<file path="src/rtl/qft_state_serializer.sv">
// Output stage of the 3-qubit QFT: captures one 8-amplitude state vector per frame and
// streams it out one basis state per beat, |000> first, with the saturated probability |a|^2.

`ifndef TOTAL_WIDTH
`define TOTAL_WIDTH 16
`endif
`ifndef FRAC_BITS
`define FRAC_BITS 8
`endif

module qft_state_serializer #(
   parameter int W = `TOTAL_WIDTH,
   parameter int F = `FRAC_BITS
) (
   input  logic                clk,
   input  logic                rst,
   input  logic                in_valid,
   output logic                in_ready,
   input  logic [8*W-1:0]      in_r,
   input  logic [8*W-1:0]      in_i,
   output logic                out_valid,
   input  logic                out_ready,
   output logic [2:0]          out_idx,
   output logic signed [W-1:0] out_r,
   output logic signed [W-1:0] out_i,
   output logic [W-1:0]        out_prob,
   output logic                out_last,
   output logic                drop_err
);

   typedef enum logic {IDLE, STREAM} state_t;

   localparam logic [W-1:0] PROB_MAX = {1'b0, {(W-1){1'b1}}};

   state_t state, state_nxt;

   logic signed [W-1:0] buf_r [8];
   logic signed [W-1:0] buf_i [8];

   logic                xfer;
   logic                last_xfer;
   logic                accept;
   logic                advance;
   logic [2:0]          idx_nxt;
   logic signed [W-1:0] sel_r;
   logic signed [W-1:0] sel_i;

   // r*r + i*i is non-negative, so the sum is handled as unsigned in 2W+1 bits.
   function automatic logic [W-1:0] prob_of(input logic signed [W-1:0] r,
                                            input logic signed [W-1:0] i);
      logic signed [2*W-1:0] rr;
      logic signed [2*W-1:0] ii;
      logic [2*W:0]          sum;
      logic [2*W:0]          shifted;
      rr      = (2*W)'(r) * (2*W)'(r);
      ii      = (2*W)'(i) * (2*W)'(i);
      sum     = {1'b0, rr} + {1'b0, ii};
      shifted = sum >> F;
      if (shifted > {{(W+1){1'b0}}, PROB_MAX}) begin
         return PROB_MAX;
      end
      return shifted[W-1:0];
   endfunction

   assign out_valid = (state == STREAM);
   assign out_last  = out_valid & (out_idx == 3'd7);

   always_comb begin
      state_nxt = state;
      xfer      = out_valid & out_ready;
      last_xfer = xfer & (out_idx == 3'd7);
      in_ready  = (state == IDLE) | last_xfer;
      accept    = in_valid & in_ready;
      advance   = xfer & ~last_xfer;
      idx_nxt   = out_idx + 3'd1;
      // A new frame presents beat 0 straight from the input bus, since the buffer loads on the same edge.
      sel_r     = accept ? in_r[W-1:0] : buf_r[idx_nxt];
      sel_i     = accept ? in_i[W-1:0] : buf_i[idx_nxt];
      if (state == IDLE) begin
         if (accept) begin
            state_nxt = STREAM;
         end
      end else begin
         if (last_xfer && !accept) begin
            state_nxt = IDLE;
         end
      end
   end

   always_ff @(posedge clk or posedge rst) begin
      if (rst) begin
         state <= IDLE;
      end else begin
         state <= state_nxt;
      end
   end

   always_ff @(posedge clk or posedge rst) begin
      if (rst) begin
         for (int k = 0; k < 8; k++) begin
            buf_r[k] <= '0;
            buf_i[k] <= '0;
         end
         out_idx  <= 3'd0;
         out_r    <= '0;
         out_i    <= '0;
         out_prob <= '0;
         drop_err <= 1'b0;
      end else begin
         if (accept) begin
            for (int k = 0; k < 8; k++) begin
               buf_r[k] <= in_r[k*W +: W];
               buf_i[k] <= in_i[k*W +: W];
            end
            out_idx <= 3'd0;
         end else if (advance) begin
            out_idx <= idx_nxt;
         end
         if (accept | advance) begin
            out_r    <= sel_r;
            out_i    <= sel_i;
            out_prob <= prob_of(sel_r, sel_i);
         end
         if (in_valid & ~in_ready) begin
            drop_err <= 1'b1;
         end
      end
   end

endmodule

</file>
<file path="config.mk">
export PLATFORM = sky130hd
export DESIGN_NAME = qft_state_serializer
export DESIGN_NICKNAME = d
export VERILOG_FILES = /design/src/rtl/qft_state_serializer.sv
export SDC_FILE = /design/constraint.sdc
export NUM_CORES = 2
export LEC_CHECK = 0
export ABC_AREA = 1
export BUFFER_PORTS_ARGS = -buffer_cell sky130_fd_sc_hd__buf_4
export CAP_MARGIN = 20
export CORE_MARGIN = 5
export CORE_UTILIZATION = 32
export DETAILED_ROUTE_END_ITERATION = 8
export HOLD_SLACK_MARGIN = 0.12
export PLACE_DENSITY = 0.46
export SLEW_MARGIN = 5
export SYNTH_ARGS = -nofsm -noshare
export SYNTH_HDL_FRONTEND = slang
export SYNTH_SLANG_ARGS = --single-unit
</file>
<file path="constraint.sdc">
create_clock -name clk -period 28.1 [get_ports clk]
set_input_delay 0 -clock clk [delete_from_list [all_inputs] [get_ports clk]]
set_output_delay 0 -clock clk [all_outputs]
set_load 0.1 [all_outputs]
</file>
==> flow_metrics.env <==
export IMPL_status="finished, final reports clean"
export IMPL_antenna_found_initial=10
export IMPL_dp_cells=5646
export IMPL_path_class="flop to flop"
export IMPL_synthTopCellsByCount="nand2_1 (1083), inv_1 (825), fa_1 (476)"
export IMPL_dr_pass1_iters=5
export IMPL_crit_path_start="out_idx[0]$_DFFE_PP0P_"
export IMPL_die_w_microns=332
export IMPL_drt_iter0_markers=1519
export IMPL_synth_most_common_cell="nand2_1"
export IMPL_endpoint_kind="flop"
export IMPL_cpLargestDelayFamily="adder cells"
export IMPL_synth_avg_cell_area_sq_um=8.16
export IMPL_place_area_sq_um=37000
export IMPL_critPathMaxFanout=92
export IMPL_cts_resized=0
export IMPL_grt_usage_pct=20.0
export IMPL_yosys_area_top_type="fa_1"
export IMPL_grt_pass1_wl_microns=174000
export IMPL_yosys_area_top_type_share_pct=28.7
export IMPL_fin_worst_skew_ps=36.9
export IMPL_min_delay_start="in_r[79]"
export IMPL_timing_final_crit_period_ps=11980
export IMPL_hold_viol_final=0
export IMPL_final_setup_viol_count=0
export IMPL_crit_arrival_ps=12460
export IMPL_cts_tree="built"
export IMPL_final_cells=5977
export IMPL_vias=27589
export IMPL_synth_warnings=0
export IMPL_wire_per_inst_microns=18.2
export IMPL_core_sq_um=103000
export IMPL_ios=315
export IMPL_period_share_pct=42.6
export IMPL_die_h_microns=332
export IMPL_startpoint_type="flop"
export IMPL_ys_ff_latch=309
export IMPL_synthTopCellsByArea="fa_1 (29%), dfrtp_1 (23%), nand2_1 (12%)"
export IMPL_cts_hold_buf=261
export IMPL_numPortBuffers=314
export IMPL_synth_edf_count=0
export IMPL_path_clk_slew_ps=60
export IMPL_area_delta_synth_final_pct=22.9
export IMPL_insertion_delay_ps=580
export IMPL_max_slew_worst_pin_slew_ps=1090
export IMPL_synth_area_sq_um=33200
export IMPL_critPathBufInv=9
export IMPL_root_buffer="clkbuf_16"
export IMPL_grt_max_degree=93
export IMPL_cap_violations=0
export IMPL_vias_per_cell=4.62
export IMPL_syn_nets=4993
export IMPL_rr_startpoint="out_idx[0]$_DFFE_PP0P_"
export IMPL_synth_cell_types=54
export IMPL_rsz0062_at_grt="false"
export IMPL_maxSlewViolCount=0
export IMPL_finalWirelength_microns=109000
export IMPL_synth_seq_area_share_pct=23.3
export IMPL_place_ws_ps=16180
export IMPL_cp_slowest_stage_delay_ps=790
export IMPL_postCtsSetupBuffers=0
export IMPL_syn_inst=4065
export IMPL_drc=0
export IMPL_nets=5494
export IMPL_drive_gt1_share_pct=9.69
export IMPL_ant_nets=0
export IMPL_dieArea_sq_um=110000
export IMPL_setup_slack_ps=16120
export IMPL_slew_headroom_pct=27.2
export IMPL_final_cell_area_sq_um=40800
export IMPL_rows=118
export IMPL_numCtsBuffers=37
export IMPL_grt_pass1_vias=30281
export IMPL_hp_class="input pin to flop"
export IMPL_fill_cells=10629
export IMPL_async_flop_share_pct=100
export IMPL_cp_data_required_time_ps=28580
export IMPL_clk_path_buf_depth=3
export IMPL_hpwl_microns=84900
export IMPL_htreeDepth=2
export IMPL_fin_setup_tns_ps=0
export IMPL_grt_ovfl_total=0
export IMPL_ys_dominant_reg_cell="dfrtp_1"
export IMPL_cp_slowest_cell="buf_4"
export IMPL_max_freq_mhz=83.5
export IMPL_start_util_pct=32.1
export IMPL_gp_congestion=0.862
export IMPL_clock_sinks=309
[layout make-up]
| type | instances | area [sq um] | share of cell area, % |
|---|---|---|---|
| multi-input cells | 2771 | 21700 | 53.3 |
| flip-flops and latches | 309 | 7740 | 19.0 |
| repair buffers | 609 | 5230 | 12.8 |
| inverters | 838 | 3160 | 7.74 |
| well taps | 1380 | 1730 | 4.24 |
| clock buffers | 58 | 1080 | 2.66 |
| clock inverters | 7 | 100 | 0.246 |
| diodes | 5 | 12.5 | 0.0307 |
[logic make-up (layout without fill, tap and decap cells)]
| family | after synthesis | after routing | synth area share (%) |
|---|---|---|---|
| and+or+nand+nor | 1466 | 1466 | 17.6 |
| xor gates and xnor gates | 97 | 97 | 2.61 |
| other | 0 | 5 | 0 |
| DFF | 309 | 309 | 23.3 |
| adders and majority gates | 668 | 668 | 36.0 |
| AOI/OAI and AO/OA | 540 | 540 | 9.17 |
| buffers and inverters | 985 | 1512 | 11.3 |
[state kept, by name (all words and copies together) (netlist names)]
register,count
drop_err,1
out_idx,3
out_i,16
buf_i,128
out_prob,16
out_valid,1
buf_r,128
out_r,16
[metrics by stage]
step	hold WS [ps]	utilization [%]
2_1_floorplan	107	-
3_3_place_gp	90.9	35.8
3_5_place_dp	89.6	35.8
4_1_cts	124	39.5
5_1_grt	148	39.5
6_report	160	39.5
[layer usage]
| metal | vias to the layer above | GRT usage (%) | wire length, microns |
|---|---|---|---|
| li1 | 13296 | - | - |
| met1 | 13605 | 26.2 | 47500 |
| met2 | 551 | 34.2 | 52200 |
| met3 | 137 | 3.39 | 5250 |
| met4 | 0 | 5.71 | 3500 |
| met5 | - | 0 | 0 |
[tightest hold or removal path: stages]
cell and delay (ps):
dlygate4sd3_1 520, buf_4 90, nand2_1 40, nand2_1 40
[worst paths after layout]
check / to / slack (ps) / cells after the start
worst min-delay path: buf_r[63]$_DFFE_PP0P_ / 160 / 4
worst max register to register: out_prob[1]$_DFFE_PP0P_ / 16120 / 44
worst max-delay path: out_prob[1]$_DFFE_PP0P_ / 16120 / 44
max in group asynchronous: buf_r[58]$_DFFE_PP0P_ / 25220 / 6
worst min register to register: buf_i[14]$_DFFE_PP0P_ / 470 / 2
min in group asynchronous: out_i[6]$_DFFE_PP0P_ / 670 / 4
[layout by cell type (no fill, tap or decap), drive strengths merged, types with 3 or more instances in the layout]
cell / count
a211oi: 5
a21boi: 16
a21o: 12
a21oi: 175
a22oi: 6
a31oi: 9
a32o: 11
buf: 348
clkbuf: 58
clkinv: 12
dfrtp: 309
diode: 5
dlygate4sd3: 261
fa: 476
ha: 192
inv: 833
nand2: 1097
nand3: 69
nand4: 18
nor2: 255
nor3: 16
nor4: 6
o211ai: 21
o21a: 19
o21ai: 242
o21bai: 5
o22ai: 13
or2: 3
xnor2: 48
xor2: 49
Power is not shown: default switching activity piles up to over one toggle a cycle in this logic, so the estimate is an artifact.
